--- src/rtl/mem_stage.sv ---
// ---------------------------------------------------------------------------
// mem_stage
//   Memory-access pipeline stage between execute and writeback.
//   Holds one instruction, waits for the data_ok of its load/store, aligns and
//   extends load data, parks a response that arrives while writeback stalls,
//   discards responses belonging to flushed requests, and drives forwarding.
//
// Ports
//   clk, reset            rising-edge clock, asynchronous active-high reset
//   ws_allowin            writeback can accept this cycle
//   ms_allowin            this stage can accept this cycle
//   es_to_ms_valid/bus    instruction bus from execute
//   es_mem_inflight       execute holds an accepted memory request
//   ms_to_ws_valid/bus    instruction bus to writeback
//   data_sram_data_ok     in-order response strobe from data memory
//   data_sram_rdata       response read data (word-lane aligned)
//   ms_fwd_bus            {load_pending, wr_valid, dest, result}
//   ms_ex                 valid instruction here carries an exception
//   flush                 exception/eret flush from writeback
// ---------------------------------------------------------------------------
module mem_stage #(
    parameter int ES_TO_MS_BUS_WD = 131,
    parameter int MS_TO_WS_BUS_WD = 126,
    parameter int MS_FWD_BUS_WD   = 39
) (
    input  logic                       clk,
    input  logic                       reset,
    input  logic                       ws_allowin,
    output logic                       ms_allowin,
    input  logic                       es_to_ms_valid,
    input  logic [ES_TO_MS_BUS_WD-1:0] es_to_ms_bus,
    input  logic                       es_mem_inflight,
    output logic                       ms_to_ws_valid,
    output logic [MS_TO_WS_BUS_WD-1:0] ms_to_ws_bus,
    input  logic                       data_sram_data_ok,
    input  logic [31:0]                data_sram_rdata,
    output logic [MS_FWD_BUS_WD-1:0]   ms_fwd_bus,
    output logic                       ms_ex,
    input  logic                       flush
);

    logic                       r_ms_valid;
    logic [ES_TO_MS_BUS_WD-1:0] r_es_bus;
    logic                       r_data_buf_valid;
    logic [31:0]                r_data_buf;
    logic [1:0]                 r_cancel_cnt;

    // Field decode of the registered execute bus
    logic        w_tlbwi, w_tlbr, w_store_op, w_bd, w_ex, w_res_from_mem, w_gr_we;
    logic [31:0] w_badvaddr, w_res, w_pc;
    logic [10:0] w_c0_bus;
    logic [4:0]  w_excode, w_dest;
    logic [6:0]  w_ld_inst;
    logic        w_lw, w_lb, w_lbu, w_lh, w_lhu, w_lwl, w_lwr;

    assign w_tlbwi        = r_es_bus[130];
    assign w_tlbr         = r_es_bus[129];
    assign w_store_op     = r_es_bus[128];
    assign w_badvaddr     = r_es_bus[127:96];
    assign w_c0_bus       = r_es_bus[95:85];
    assign w_bd           = r_es_bus[84];
    assign w_ex           = r_es_bus[83];
    assign w_excode       = r_es_bus[82:78];
    assign w_ld_inst      = r_es_bus[77:71];
    assign w_res_from_mem = r_es_bus[70];
    assign w_gr_we        = r_es_bus[69];
    assign w_dest         = r_es_bus[68:64];
    assign w_res          = r_es_bus[63:32];
    assign w_pc           = r_es_bus[31:0];

    assign {w_lw, w_lb, w_lbu, w_lh, w_lhu, w_lwl, w_lwr} = w_ld_inst;

    // Handshake
    logic w_mem_op, w_got_data, w_ready_go;

    assign w_mem_op   = w_res_from_mem | w_store_op;
    assign w_got_data = data_sram_data_ok && (r_cancel_cnt == 2'd0) && r_ms_valid && w_mem_op && !w_ex;
    assign w_ready_go = !w_mem_op | w_ex | w_got_data | r_data_buf_valid;

    assign ms_allowin     = !r_ms_valid | (w_ready_go & ws_allowin);
    assign ms_to_ws_valid = r_ms_valid & w_ready_go & !flush;

    always_ff @(posedge clk or posedge reset) begin
        if (reset) begin
            r_ms_valid <= 1'b0;
        end else if (flush) begin
            r_ms_valid <= 1'b0;
        end else if (ms_allowin) begin
            r_ms_valid <= es_to_ms_valid;
        end
    end

    always_ff @(posedge clk or posedge reset) begin
        if (reset) begin
            r_es_bus <= '0;
        end else if (es_to_ms_valid && ms_allowin) begin
            r_es_bus <= es_to_ms_bus;
        end
    end

    // Response parking while writeback stalls
    always_ff @(posedge clk or posedge reset) begin
        if (reset) begin
            r_data_buf_valid <= 1'b0;
            r_data_buf       <= '0;
        end else if (flush || (ms_to_ws_valid && ws_allowin)) begin
            r_data_buf_valid <= 1'b0;
        end else if (w_got_data && !ws_allowin) begin
            r_data_buf_valid <= 1'b1;
            r_data_buf       <= data_sram_rdata;
        end
    end

    // Stale-response counter: a flush orphans the request of the instruction
    // held here (if its data has not come back) plus any request still held in
    // execute. Each orphaned response is swallowed as it arrives in order.
    logic       w_req_pending;
    logic       w_cancel_hit;
    logic [1:0] w_cancel_inc;
    logic [1:0] w_cancel_nxt;

    assign w_req_pending = r_ms_valid & w_mem_op & !w_ex & !w_got_data & !r_data_buf_valid;
    assign w_cancel_hit  = data_sram_data_ok & (r_cancel_cnt != 2'd0);
    assign w_cancel_inc  = {1'b0, w_req_pending} + {1'b0, es_mem_inflight};

    always_comb begin
        w_cancel_nxt = r_cancel_cnt;
        if (flush) begin
            w_cancel_nxt = r_cancel_cnt + w_cancel_inc - {1'b0, w_cancel_hit};
        end else if (w_cancel_hit) begin
            w_cancel_nxt = r_cancel_cnt - 2'd1;
        end
    end

    always_ff @(posedge clk or posedge reset) begin
        if (reset) begin
            r_cancel_cnt <= 2'd0;
        end else begin
            r_cancel_cnt <= w_cancel_nxt;
        end
    end

    // Load alignment / extension
    logic [31:0] w_load_data;
    logic [1:0]  w_pos;
    logic [7:0]  w_byte;
    logic [15:0] w_half;
    logic [31:0] w_load_result;
    logic [3:0]  w_load_wstrb;

    assign w_load_data = r_data_buf_valid ? r_data_buf : data_sram_rdata;
    assign w_pos       = w_res[1:0];
    assign w_half      = w_pos[1] ? w_load_data[31:16] : w_load_data[15:0];

    always_comb begin
        case (w_pos)
            2'd0:    w_byte = w_load_data[7:0];
            2'd1:    w_byte = w_load_data[15:8];
            2'd2:    w_byte = w_load_data[23:16];
            default: w_byte = w_load_data[31:24];
        endcase
    end

    always_comb begin
        w_load_result = w_load_data;
        w_load_wstrb  = 4'b1111;
        if (w_lb) begin
            w_load_result = {{24{w_byte[7]}}, w_byte};
        end else if (w_lbu) begin
            w_load_result = {24'h0, w_byte};
        end else if (w_lh) begin
            w_load_result = {{16{w_half[15]}}, w_half};
        end else if (w_lhu) begin
            w_load_result = {16'h0, w_half};
        end else if (w_lwl) begin
            case (w_pos)
                2'd0:    begin w_load_result = {w_load_data[7:0], 24'h0};  w_load_wstrb = 4'b1000; end
                2'd1:    begin w_load_result = {w_load_data[15:0], 16'h0}; w_load_wstrb = 4'b1100; end
                2'd2:    begin w_load_result = {w_load_data[23:0], 8'h0};  w_load_wstrb = 4'b1110; end
                default: begin w_load_result = w_load_data;                w_load_wstrb = 4'b1111; end
            endcase
        end else if (w_lwr) begin
            case (w_pos)
                2'd0:    begin w_load_result = w_load_data;                 w_load_wstrb = 4'b1111; end
                2'd1:    begin w_load_result = {8'h0, w_load_data[31:8]};   w_load_wstrb = 4'b0111; end
                2'd2:    begin w_load_result = {16'h0, w_load_data[31:16]}; w_load_wstrb = 4'b0011; end
                default: begin w_load_result = {24'h0, w_load_data[31:24]}; w_load_wstrb = 4'b0001; end
            endcase
        end else begin
            w_load_result = w_load_data;  // lw
        end
    end

    // Outgoing result: an excepting instruction carries res unchanged and writes nothing
    logic [31:0] w_result;
    logic [3:0]  w_rf_wstrb;
    logic        w_gr_we_out;

    assign w_result    = (w_res_from_mem & !w_ex) ? w_load_result : w_res;
    assign w_rf_wstrb  = w_ex ? 4'b0000 : (w_res_from_mem ? w_load_wstrb : 4'b1111);
    assign w_gr_we_out = w_gr_we & !w_ex;

    assign ms_to_ws_bus = {w_tlbwi, w_tlbr, w_badvaddr, w_c0_bus, w_bd, w_ex, w_excode,
                           w_gr_we_out, w_rf_wstrb, w_dest, w_result, w_pc};

    logic w_load_pending, w_wr_valid;

    assign w_load_pending = r_ms_valid & w_res_from_mem & !w_ex & !w_got_data & !r_data_buf_valid;
    assign w_wr_valid     = r_ms_valid & w_gr_we & !w_ex;
    assign ms_fwd_bus     = {w_load_pending, w_wr_valid, w_dest, w_result};

    assign ms_ex = r_ms_valid & w_ex;

endmodule

--- config.mk ---
export PLATFORM = sky130hd
export DESIGN_NAME = mem_stage
export DESIGN_NICKNAME = d
export VERILOG_FILES = /design/src/rtl/mem_stage.sv
export SDC_FILE = /design/constraint.sdc
export NUM_CORES = 1
export LEC_CHECK = 0
export ABC_CLOCK_PERIOD_IN_PS = 6440
export BUFFER_PORTS_ARGS = -buffer_cell sky130_fd_sc_hd__buf_2
export CAP_MARGIN = 10
export CORE_MARGIN = 2
export CORE_UTILIZATION = 53
export CTS_BUF_LIST = sky130_fd_sc_hd__clkbuf_8
export DETAILED_ROUTE_END_ITERATION = 12
export PLACE_DENSITY = 0.87
export RECOVER_POWER = 100
export SLEW_MARGIN = 15
export SYNTH_ARGS = -nofsm -noshare
export SYNTH_HDL_FRONTEND = slang
export SYNTH_SLANG_ARGS = --single-unit
export TNS_END_PERCENT = 1
--- constraint.sdc ---
create_clock -name clk -period 6.44 [get_ports clk]
set_input_delay 0.322 -clock clk [delete_from_list [all_inputs] [get_ports clk]]
set_output_delay 0.322 -clock clk [all_outputs]
set_load 0.05 [all_outputs]
==> impl_metrics.ini <==
[detailed_routing]
drc = 0
totalWireLength_mm = 24.57
drt-initial-drc-count = 503
avgRoutedWirePerCell_um = 19.29
first_pass_iters = 6
vias_per_cell = 5.632
via_count = 7175
drtAntennaViolNets = 0

[critical_path]
reg2reg_depth = 5
cp.required_ns = 6.12
cp.arrival_ns = 4.42
regToRegStartpoint = r_data_buf_valid$_DFFE_PP0P_
r2r-end = r_es_bus[7]$_DFFE_PP0P_
r2r_setup_slack_ns = 1.94
endpoint_kind = output port
setup.worst_path.start = r_es_bus[33]$_DFFE_PP0P_
criticalPathCategory = reg2out
cp_max_fo = 30
cp-start-kind = flip-flop
crit_end = ms_to_ws_bus[46]

[clocking]
clock-root-buffer = clkbuf_8
cts_hold_buffers = 0
cts_sinks = 166
cts-resized-gates = 0
insertion_delay_ns = 0.46
clock_path_buffers = 2
h-tree-depth = 4
cts_tree = done
clkTransAtPathRegs_ns = 0.11
numCtsBuffers = 17
post_cts.repair.setup_buffers = 0

[die]
pin_count = 338
die_w_um = 142.1
die-area_um2 = 20190
die_h_um = 142.1
start_util_pct = 54.03
row_count = 50
design.core.area_um2 = 18710

[layout]
fin_cells = 1274
final_cell_mix = buf_2 (171), clkbuf_1 (167), dfrtp_1 (166)
fill_cells = 1743
finalNetCount = 1193
final_common_cell = buf_2
multi_input_area_um2 = 4204
drive_gt1_share_pct = 30.88
regArea_um2 = 4154
fin_area_um2 = 10680
area_growth_pct = 5.682

[synth]
yosysSeqAreaShare_pct = 41.10
synth_warnings = 0
synthCells = 840
ys_ff_latch = 166
syn_area_um2 = 10110
syn_area_per_cell_um2 = 12.03
synth_edf_count = 0
async_flop_share_pct = 100.0
ys.flop_type = dfrtp_1
syn_nets = 1013
yosysUniqueCellTypes = 52

[hold_path]
worst_hold_path_type = in2reg
min_delay_path_depth = 2

[timing]
setup_tns_ns = 0
skew_ns = 0.01400
fin_crit_ns = 4.742
slew-limit-headroom_pct = -226.7
fmax_mhz = 210.9
hold_violations = 0
setup_violations = 0
worst_pin_slew_ns = 4.873
fin_crit_sh_pct = 73.63
rsz0062_at_grt = no
maxSlewViolCount = 205

[global_route]
grt_max_degree = 116
grtUsageTotal_pct = 24.10
grt_pass1_wl_mm = 37.84
gr-total-overflow = 0
antenna_found_initial = 10
first_global_vias = 7142

[outcome]
outcome = finished, violations left
violations = capacitance limit, slew limit

[placement]
place_hpwl_mm = 18.63
portBuffers = 336
placedCellCount = 1235
finalWeightedCongestion = 0.9353
detailed_place.area_um2 = 10850

[pwr]
power_density_nw_per_um2 = 356.6
cellLeakagePower_nw = 4.579
peakVddDrop_mv = 0.1636
total_power_w = 0.003808

[flow_run]
drv_cap = 4
[area by class of cell]
| cell class | count | area share (%) |
|---|---|---|
| sequential | 166 | 38.89 |
| inverter | 17 | 0.6092 |
| antenna | 7 | 0.1640 |
| tap | 234 | 2.741 |
| clock buffer | 17 | 2.191 |
| timing repair buffer | 342 | 14.26 |
| multi-input combinational | 476 | 39.36 |
| clock inverter | 15 | 1.781 |
[state kept, by name, summed over array words and instances, names as in the netlist]
register and cells:
r_cancel_cnt 2, r_data_buf 32, r_data_buf_valid 1, r_es_bus 130, r_ms_valid 1
[cell usage after synthesis, types with 3 or more instances]
cell	n	area, um^2
mux4_2	15	337.8
nand3_1	15	75.07
dfrtp_1	166	4154
mux2i_1	25	250.2
o221ai_1	11	96.34
mux2_2	82	923.4
o32ai_1	5	43.79
o211ai_1	5	37.54
a221o_1	16	160.2
or2_2	8	50.05
buf_4	134	1006
buf_6	13	146.4
o21ai_0	29	145.1
o22a_1	11	96.34
inv_1	17	63.81
xnor2_1	3	26.28
nor2_1	38	142.6
o22ai_1	9	56.30
nand2_1	26	97.59
mux2_4	97	1456
nand2b_1	4	25.02
nor2b_1	4	25.02
a21oi_1	25	125.1
clkbuf_1	18	67.56
o21a_1	4	30.03
a31oi_1	7	43.79
buf_2	8	40.04
a22o_1	5	43.79
a221oi_1	8	70.07
buf_1	7	26.28
[how the worst min path moves through the flow]
stage,from,end
3_3_place_gp,r_data_buf[15]$_DFFE_PP0P_,r_data_buf[15]$_DFFE_PP0P_
5_1_grt,es_to_ms_bus[67],r_es_bus[67]$_DFFE_PP0P_
2_1_floorplan,ws_allowin,r_data_buf_valid$_DFFE_PP0P_
4_1_cts,ws_allowin,r_data_buf_valid$_DFFE_PP0P_
3_5_place_dp,r_es_bus[26]$_DFFE_PP0P_,r_es_bus[26]$_DFFE_PP0P_
6_report,es_to_ms_bus[24],r_es_bus[24]$_DFFE_PP0P_
[stage by stage]
step / hold WS, ns / setup slack [ns] / utilization (%)
floorplan: 0.4165 / 1.628 / -
global placement: 0.4825 / 2.656 / 57.98
detailed placement: 0.4857 / 2.601 / 57.98
CTS: 0.03971 / 2.075 / 60.25
global route: 0.03606 / 1.311 / 57.03
finish: 0.06486 / 1.698 / 57.10
[kinds of logic after synthesis]
family                   after synthesis  share of synthesized area (%)
AO/OA/AOI/OAI                        145                          10.25
buffers and inverters                198                          13.51
flip-flops                           166                          41.10
multiplexers                         219                          29.37
XOR/XNOR                               3                         0.2600
AND/OR/NAND/NOR                      106                          5.064
adder cells (fa/ha/maj)                3                         0.4457
[per-layer routing]
metal	wire length (um)	vias up	track usage [%]
met5	49	-	0
met4	512	8	7.474
met3	2140	46	7.907
met2	11840	359	39.03
met1	10030	3479	30.86
li1	-	3283	-
[power by group]
part	internal [W]	switching [W]	leakage [nW]
clock	0.000301	0.000466	0.206
sequential	0.00123	0.000140	2.01
combinational	0.000437	0.00124	2.37
[critical path, cell delays in order, from the launching register on]
cell	delay [ns]
dfrtp_1	0.66
clkbuf_1	1.38
nand2b_1	0.48
o22ai_1	0.29
a221oi_1	0.11
o32ai_1	0.49
clkbuf_1	0.56
No activity file was read; power rests on OpenSTA's default activity.
